File: src/rtl/fir_stim_gen.sv
`default_nettype none
// ============================================================================
//  Module   : fir_stim_gen
//  Purpose  : Test-signal source for the FIR filter sample input. Produces
//             impulse / step / square / ramp sequences with programmable
//             length, amplitude and sample rate, followed by a zero-valued
//             flush tail that drains the filter delay line and output reg.
//  Revision : 1.0  initial release
// ============================================================================
module fir_stim_gen #(
    parameter int DATA_W    = 32,
    parameter int LEN_W     = 16,
    parameter int FLUSH_LEN = 10
) (
    input  logic                     fclk,
    input  logic                     reset,
    input  logic                     start,
    input  logic [1:0]               mode,
    input  logic signed [DATA_W-1:0] amplitude,
    input  logic [LEN_W-1:0]         length,
    input  logic [LEN_W-1:0]         half_period,
    input  logic [LEN_W-1:0]         rate_div,
    output logic signed [DATA_W-1:0] sample_out,
    output logic                     sample_valid,
    output logic [LEN_W-1:0]         sample_idx,
    output logic                     busy,
    output logic                     done
);

    localparam logic [1:0] c_MODE_IMPULSE = 2'd0;
    localparam logic [1:0] c_MODE_STEP    = 2'd1;
    localparam logic [1:0] c_MODE_SQUARE  = 2'd2;
    localparam logic [1:0] c_MODE_RAMP    = 2'd3;

    localparam logic [LEN_W-1:0] c_FLUSH_LAST = LEN_W'(FLUSH_LEN - 1);

    typedef enum logic [1:0] {
        S_IDLE  = 2'd0,
        S_RUN   = 2'd1,
        S_FLUSH = 2'd2,
        S_DONE  = 2'd3
    } state_t;

    state_t                     r_state, w_state;
    logic [1:0]                 r_mode, w_mode;
    logic signed [DATA_W-1:0]   r_amp, w_amp;
    logic [LEN_W-1:0]           r_len, w_len;
    logic [LEN_W-1:0]           r_hp, w_hp;       // effective half period, never 0
    logic [LEN_W-1:0]           r_rate, w_rate;
    logic [LEN_W-1:0]           r_div, w_div;     // fclk cycles within a sample period
    logic [LEN_W-1:0]           r_k, w_k;         // index of the stimulus sample on the output
    logic [LEN_W-1:0]           r_fcnt, w_fcnt;   // index of the flush sample on the output
    logic [LEN_W-1:0]           r_hcnt, w_hcnt;   // square: position of the NEXT sample in its half
    logic                       r_neg, w_neg;     // square: polarity of the NEXT sample
    logic signed [DATA_W-1:0]   r_acc, w_acc;     // ramp: value of the NEXT sample
    logic signed [DATA_W-1:0]   r_sample, w_sample;
    logic                       r_valid, w_valid;
    logic [LEN_W-1:0]           r_idx, w_idx;
    logic                       r_busy, w_busy;
    logic                       r_done, w_done;

    logic                       w_tick;
    logic signed [DATA_W-1:0]   w_neg_amp;

    // Sample-period boundary and the truncated negation used by the square wave
    assign w_tick    = (r_div == r_rate);
    assign w_neg_amp = -r_amp;

    // State and output registers; reset aborts any run without a done pulse
    always_ff @(posedge fclk) begin
        if (reset) begin
            r_state  <= S_IDLE;
            r_mode   <= '0;
            r_amp    <= '0;
            r_len    <= '0;
            r_hp     <= '0;
            r_rate   <= '0;
            r_div    <= '0;
            r_k      <= '0;
            r_fcnt   <= '0;
            r_hcnt   <= '0;
            r_neg    <= 1'b0;
            r_acc    <= '0;
            r_sample <= '0;
            r_valid  <= 1'b0;
            r_idx    <= '0;
            r_busy   <= 1'b0;
            r_done   <= 1'b0;
        end else begin
            r_state  <= w_state;
            r_mode   <= w_mode;
            r_amp    <= w_amp;
            r_len    <= w_len;
            r_hp     <= w_hp;
            r_rate   <= w_rate;
            r_div    <= w_div;
            r_k      <= w_k;
            r_fcnt   <= w_fcnt;
            r_hcnt   <= w_hcnt;
            r_neg    <= w_neg;
            r_acc    <= w_acc;
            r_sample <= w_sample;
            r_valid  <= w_valid;
            r_idx    <= w_idx;
            r_busy   <= w_busy;
            r_done   <= w_done;
        end
    end

    // Next-state and next-output logic; sample values are computed one tick ahead
    always_comb begin
        w_state  = r_state;
        w_mode   = r_mode;
        w_amp    = r_amp;
        w_len    = r_len;
        w_hp     = r_hp;
        w_rate   = r_rate;
        w_div    = r_div;
        w_k      = r_k;
        w_fcnt   = r_fcnt;
        w_hcnt   = r_hcnt;
        w_neg    = r_neg;
        w_acc    = r_acc;
        w_sample = r_sample;
        w_valid  = 1'b0;
        w_idx    = r_idx;
        w_busy   = r_busy;
        w_done   = 1'b0;

        case (r_state)
            S_IDLE: begin
                w_busy = 1'b0;
                if (start) begin
                    w_mode  = mode;
                    w_amp   = amplitude;
                    w_len   = length;
                    w_hp    = (half_period == '0) ? LEN_W'(1) : half_period;
                    w_rate  = rate_div;
                    w_div   = '0;
                    w_k     = '0;
                    w_fcnt  = '0;
                    w_idx   = '0;
                    w_valid = 1'b1;
                    w_busy  = 1'b1;
                    // Sample 0 of the square wave is positive; prepare sample 1's phase
                    if (w_hp == LEN_W'(1)) begin
                        w_hcnt = '0;
                        w_neg  = 1'b1;
                    end else begin
                        w_hcnt = LEN_W'(1);
                        w_neg  = 1'b0;
                    end
                    w_acc = amplitude;
                    if (length == '0) begin
                        w_state  = S_FLUSH;
                        w_sample = '0;
                    end else begin
                        w_state  = S_RUN;
                        w_sample = (mode == c_MODE_RAMP) ? '0 : amplitude;
                    end
                end
            end

            S_RUN: begin
                if (w_tick) begin
                    w_div   = '0;
                    w_valid = 1'b1;
                    w_idx   = r_idx + LEN_W'(1);
                    if (r_k == r_len - LEN_W'(1)) begin
                        w_state  = S_FLUSH;
                        w_sample = '0;
                        w_fcnt   = '0;
                    end else begin
                        w_k = r_k + LEN_W'(1);
                        case (r_mode)
                            c_MODE_IMPULSE: w_sample = '0;
                            c_MODE_STEP:    w_sample = r_amp;
                            c_MODE_SQUARE: begin
                                w_sample = r_neg ? w_neg_amp : r_amp;
                                if (r_hcnt + LEN_W'(1) == r_hp) begin
                                    w_hcnt = '0;
                                    w_neg  = ~r_neg;
                                end else begin
                                    w_hcnt = r_hcnt + LEN_W'(1);
                                end
                            end
                            default: begin
                                w_sample = r_acc;
                                w_acc    = r_acc + r_amp;
                            end
                        endcase
                    end
                end else begin
                    w_div = r_div + LEN_W'(1);
                end
            end

            S_FLUSH: begin
                if (w_tick) begin
                    w_div    = '0;
                    w_sample = '0;
                    if (r_fcnt == c_FLUSH_LAST) begin
                        w_state = S_DONE;
                        w_busy  = 1'b0;
                        w_done  = 1'b1;
                    end else begin
                        w_fcnt  = r_fcnt + LEN_W'(1);
                        w_valid = 1'b1;
                        w_idx   = r_idx + LEN_W'(1);
                    end
                end else begin
                    w_div = r_div + LEN_W'(1);
                end
            end

            S_DONE: begin
                w_state = S_IDLE;
                w_busy  = 1'b0;
            end

            default: begin
                w_state = S_IDLE;
                w_busy  = 1'b0;
            end
        endcase
    end

    assign sample_out   = r_sample;
    assign sample_valid = r_valid;
    assign sample_idx   = r_idx;
    assign busy         = r_busy;
    assign done         = r_done;

endmodule
`default_nettype wire
File: config.mk
export PLATFORM = sky130hd
export DESIGN_NAME = fir_stim_gen
export DESIGN_NICKNAME = d
export VERILOG_FILES = /design/src/rtl/fir_stim_gen.sv
export SDC_FILE = /design/constraint.sdc
export NUM_CORES = 1
export LEC_CHECK = 0
export ABC_AREA = 1
export ABC_CLOCK_PERIOD_IN_PS = 3190
export CAP_MARGIN = 0
export CORE_MARGIN = 10
export CORE_UTILIZATION = 38
export DETAILED_ROUTE_END_ITERATION = 16
export HOLD_SLACK_MARGIN = 0.02
export PLACE_DENSITY = 0.55
export SLEW_MARGIN = 0
export SYNTH_ARGS = -nofsm -noshare
export SYNTH_HDL_FRONTEND = slang
export SYNTH_SLANG_ARGS = --single-unit
export TNS_END_PERCENT = 50
File: constraint.sdc
create_clock -name fclk -period 3.19 [get_ports fclk]
set_input_delay 0.638 -clock fclk [delete_from_list [all_inputs] [get_ports fclk]]
set_output_delay 0.638 -clock fclk [all_outputs]
set_load 0.005 [all_outputs]
=== Yosys cells after proc, flatten, opt, wreduce, memory -nomap -nowiden ===
Cells that the tools add are included.

* Flip-flop bits (word level): 232
* Input bits: 85
* Output and inout bits: 51
* Logic and storage cells: 131

* Add/subtract/negate cells: 8
* Equality and inequality tests: 21
* Muxes and demuxes: 60
* Bitwise gates (word level): 3
* Reductions and logical operators: 22

{| class="wikitable"
|+ Operators by type and width
! operator !! count
|-
| $mux 32 || 11
|-
| $mux 16 || 17
|-
| $pmux 32 s3 || 2
|-
| $pmux 16 s2 || 3
|-
| $pmux 16 s3 || 2
|-
| $add 16x1->16 const B || 5
|-
| $pmux 32 s2 || 1
|-
| $eq 16x16->1 || 3
|-
| $add 32x32->32 || 1
|-
| $logic_not 16->1 || 2
|-
| $neg 32->32 || 1
|-
| $reduce_and 5->1 || 4
|-
| $ne 2x2->1 const B || 9
|-
| $eq 16x1->1 const B || 1
|-
| $eq 16x4->1 const B || 1
|-
| $sub 16x1->16 const B || 1
|-
| $mux 1 || 14
|-
| $mux 2 || 6
|-
| $reduce_and 6->1 || 2
|-
| $eq 2x2->1 const B || 4
|-
| $pmux 2 s4 || 1
|-
| $reduce_and 4->1 || 2
|-
| $pmux 1 s3 || 2
|-
| $reduce_bool 3->1 || 2
|-
| other kinds (10) || 17
|}

=== Longest topological paths before layout ===
* Word-level depth: 7
* Mapped depth: 19
* Mapped depth without buffers: 18

=== Least setup slack after synthesis ===
Ideal clock, no wire load.

* Kind: flip-flop to flip-flop
* Start: register r_acc[0]
* End: register r_acc[20]
* Setup time: 0.112 ns
* Data arrival time: 2.052 ns
* Path slack: 1.027 ns
* Cell stages (with the launch flop): 17
* Path buffers: 0
* Period minus slack after synthesis: 2.163 ns
* Cell sequence: dfxtp_1 > ha_1 > inv_1 > fa_1 > inv_1 > nand3_1 > nand3_1 > nand3_1 > nand2_1 > nand2_1 > nand2_1 > nand2_1 > o21ai_0 > xnor2_1 > nor2_1 > nor2_1 > nor2_1

* Cells in the longest elaborated chain, start to end: 5

{| class="wikitable"
|+ RTL lines
! element !! RTL line !! source
|-
| from (decl) || 55 || <nowiki>logic signed [DATA_W-1:0] r_acc, w_acc;</nowiki>
|-
| from (signal assigned) || 101 || <nowiki>r_acc <= w_acc;</nowiki>
|-
| $add 32x32->32 || 189 || <nowiki>w_acc = r_acc + r_amp;</nowiki>
|-
| $mux 32 || 175 || <nowiki>case (r_mode)</nowiki>
|-
| $mux 32 || 169 || <nowiki>if (r_k == r_len - LEN_W'(1)) begin</nowiki>
|-
| $mux 32 || 165 || <nowiki>if (w_tick) begin</nowiki>
|-
| $pmux 32 s2 || 130 || <nowiki>case (r_state)</nowiki>
|}

Every way passes these cells. The select of a mux whose other input is x is not followed.
A chain may end at the register's enable or synchronous reset.

=== Worst setup path in the final report ===
* Start: register r_div[13]
* End: register r_hcnt[9]

* Cells in the longest elaborated chain, start to end: 3

{| class="wikitable"
|+ RTL lines
! element !! RTL line !! source
|-
| from (decl) || 50 || <nowiki>logic [LEN_W-1:0] r_div, w_div;</nowiki>
|-
| from (signal assigned) || 96 || <nowiki>r_div <= w_div;</nowiki>
|-
| $eq 16x16->1 || 66 || <nowiki>assign w_tick = (r_div == r_rate);</nowiki>
|-
| $ne 2x2->1 (no source line) || -- ||
|-
| $reduce_and 5->1 (no source line) || -- ||
|-
| to (signal assigned) || 99 || <nowiki>r_hcnt <= w_hcnt;</nowiki>
|-
| to (decl) || 53 || <nowiki>logic [LEN_W-1:0] r_hcnt, w_hcnt;</nowiki>
|}

Every way passes these cells.

==> impl_metrics.yaml <==
timing:
  hold_ws_ns: 0.4714
  worst_slew_pin_slew_ns: 0.6456
  layout_min_cycle_time_ns: 2.721
  finalSetupViolCount: 0
  grt_setup_unrepaired: "false"
  drv_slew: 0
  fin_crit_sh: 0.8530
  fin_ws_ns: 0.4690
  fin_skew_ns: 0.02392
  fmax_mhz: 367.5
  finalSetupTns_ns: 0
  finalHoldViolCount: 0
  relSlewSlack: 0.5696
clocking:
  cts.sinks: 232
  root_buffer: "clkbuf_16"
  clockBufferDepth: 3
  cts_resized: 0
  clkLatencyLatePin_ns: 0.59
  cts_buffers: 29
  cts_tree: "done"
  cts_setup_buffers: 0
  htree_levels: 1
  path_clk_slew_ns: 0.06
  cts_hold_buf: 0
drt:
  vias: 16280
  drtIter0Drc: 1288
  post_drt_via_cell_ratio: 5.289
  drt_wl_total_um: 53590
  drc: 0
  wl_per_cell_um: 17.41
  firstDrtPassIters: 6
  ant_nets: 0
grt:
  grt_pass1_wl_um: 85740
  track_usage: 0.2173
  antenna_found_initial: 0
  first_global_vias: 15510
  gr-total-overflow: 0
  grt_max_degree: 121
outcome:
  outcome: "finished clean"
power_and_ir_drop:
  power.density_nw_per_um2: 788.5
  seq_power_share: 0.293
  power_switching_mw: 6.310
  switching_share: 0.4411
  clock_power_share: 0.234
  p_leak_nw: 7.427
  combPwrFrac: 0.473
  internal_power_mw: 7.994
  ir_drop_mv: 0.4119
yosys:
  synth_edf_count: 0
  synth.distinct_cells: 50
  yosys_most_used_dff: "dfxtp_1"
  syn_nets: 2554
  syn_inst: 2424
  yosys.area.top_type: "dfxtp_1"
  syn_area_um2: 15240
  async_reset_ff_frac: 0
  synth_seq_area_share: 0.3048
  synth_area_leaders: "dfxtp_1 30%, nand2_1 15%, nor2_1 7.6%, a21oi_1 6.8%, o21ai_0 6.1%"
  synth_top_area_share: 0.3048
  ys_ff_latch: 232
  yosysWarningCount: 0
  syn_area_per_cell_um2: 6.285
cells_and_area:
  fin_nets: 2664
  final_cell_count_no_fill: 3079
  drive_gt1_frac: 0.05168
  area_growth_syn_to_layout_pct: 19.06
  insertedDiodeCount: 0
placed_design:
  port_buffers: 135
  dp_cells: 3028
  hpwlAfterDp_um: 39750
  gp_congestion: 0.9523
  pre_cts_slack_ns: 0.2450
critical_path:
  cp-start-kind: "flop"
  cp-end-kind: "flop"
  crit_type: "reg2reg"
  arrival_ns: 3.19
  cp_num_buf_inv: 0
  ff2ff_setup_slack_ns: 0.47
  cpMaxStageDelayCell: "a21oi_1"
  slowest_delay_ns: 0.56
  cp_top_family: "simple AND/OR/NAND/NOR gates"
  crit_chain: "xor2_1, nor2_1, nand2_1, nor2_1, nand2_1, a21oi_1, nand3_2, o21ai_0, nor2_2"
  critPathMaxFanout: 24
  required_ns: 3.66
floorplanning:
  fp.dieH_um: 220.2
  initial_utilization: 0.3835
  core_area_um2: 39730
  ios: 136
  row_count: 73
  die_w_um: 220.2
  dieArea_um2: 48500
run:
  cap_violations: 0
min_path:
  hold_class: "reg2reg"
worst min-delay path: cells and delay by family, from the launching register on:
| kind | cells | cell delay, ns |
|---|---|---|
| DFF | 1 | 0.31 |
| and+or+nand+nor | 1 | 0.06 |
| AOI/OAI and AO/OA | 1 | 0.05 |
power groups by stage:
| stage | sequential (mW) | combinational (mW) | clock, mW |
|---|---|---|---|
| 6_report | 4.19 | 6.77 | 3.34 |
| 2_1_floorplan | 4.07 | 4.58 | 0 |
| 5_1_grt | 4.27 | 7.64 | 3.54 |
| 4_1_cts | 4.18 | 6.77 | 3.43 |
| 3_3_place_gp | 4.22 | 6.67 | 0 |
| 3_5_place_dp | 4.23 | 6.73 | 0 |
worst paths after layout:
kind | startpoint | endpoint | depth (start not counted)
max reg2reg | r_div[13]$_SDFFE_PP0P_ | r_hcnt[9]$_SDFFE_PP0P_ | 9
max | r_div[13]$_SDFFE_PP0P_ | r_hcnt[9]$_SDFFE_PP0P_ | 9
min | busy$_SDFFE_PP0P_ | busy$_SDFFE_PP0P_ | 2
min reg2reg | busy$_SDFFE_PP0P_ | busy$_SDFFE_PP0P_ | 2
synth_stat cells (4+ instances only):
library cell	count
a211oi_1	10
nor3b_1	6
nand3b_1	5
xnor3_1	5
o21ai_0	186
and2_1	6
a31oi_1	32
nand4_1	45
o21bai_1	7
a32o_1	5
nor2_1	310
buf_2	8
nand3_1	165
or2_2	10
dfxtp_1	232
nor4_1	16
buf_4	10
a21oi_1	206
nand2_1	616
buf_1	5
nor3_1	50
buf_6	4
inv_1	225
xnor2_1	26
nand3_2	4
clkinv_1	4
nor2_4	4
o22ai_1	7
ha_1	44
nand2_2	4
nor2_2	12
xor2_1	57
clkbuf_1	70
cells in the final DEF, fill, tap and decap left out, types with 3 or more instances in the layout:
cell type and count:
and2_1 6, xnor2_1 26, nor2_2 13, clkbuf_8 8
clkinv_1 3, o21bai_1 7, buf_4 39, xnor3_1 5
clkbuf_16 29, a211oi_1 10, inv_2 5, nor4_1 16
inv_1 223, a21oi_1 205, nand3_2 4, a31oi_1 32
nor3_1 50, nand3b_1 5, a32o_1 5, a21boi_0 3
or2_2 10, nand2_1 615, nor2_1 309, buf_12 4
clkdlybuf4s50_1 134, clkinv_2 5, nand2_2 4, nor2_4 4
xor2_1 57, clkbuf_1 7, nor3b_1 6, o22ai_1 7
nand3_1 165, dfxtp_1 232, o21ai_0 186, and3_1 3
nand4_1 45, ha_1 43
flip-flops by register name (all words and copies together), names as in the netlist:
name,count
sample_valid,1
r_mode,2
r_k,16
sample_idx,16
r_state,2
r_hp,16
r_div,16
r_neg,1
busy,1
r_rate,16
r_acc,32
sample_out,32
done,1
r_len,16
r_fcnt,16
r_hcnt,16
r_amp,32
area by class of cell:
type	instances	area (um^2)
Fill cell	4237	21590
Multi-Input combinational cell	1862	9290
Sequential cell	232	4644
Timing Repair Buffer	177	1714
Inverter	232	872.1
Clock buffer	44	862.1
Tap cell	525	656.9
Clock inverter	7	100.1
cells by family (layout without fill, tap and decap cells):
group,after synthesis,count (layout),share of synthesized area
adder cells (fa/ha/maj),45,45,0.03745
buffers and inverters,330,460,0.08647
XOR/XNOR,88,88,0.05510
AND/OR/NAND/NOR,1258,1258,0.3505
flip-flops,232,232,0.3048
AO/OA/AOI/OAI,471,471,0.1656
metrics by stage:
step                cell area (um^2)  power (mW)  utilization
finish                         18140       14.30       0.4566
global placement               17180       10.89       0.4323
global route                   18140       15.46       0.4566
detailed placement             17180       10.96       0.4323
floorplan                      15240       8.656            -
CTS                            18140       14.38       0.4566
per-layer routing:
layer,wire length [um],global-route usage,vias to the layer above
li1,-,-,8196
met1,26290,0.3096,7612
met2,23470,0.3407,416
met3,2784,0.03045,60
met4,1047,0.04748,0
met5,0,0,-
(Power assumes the default switching activity.)
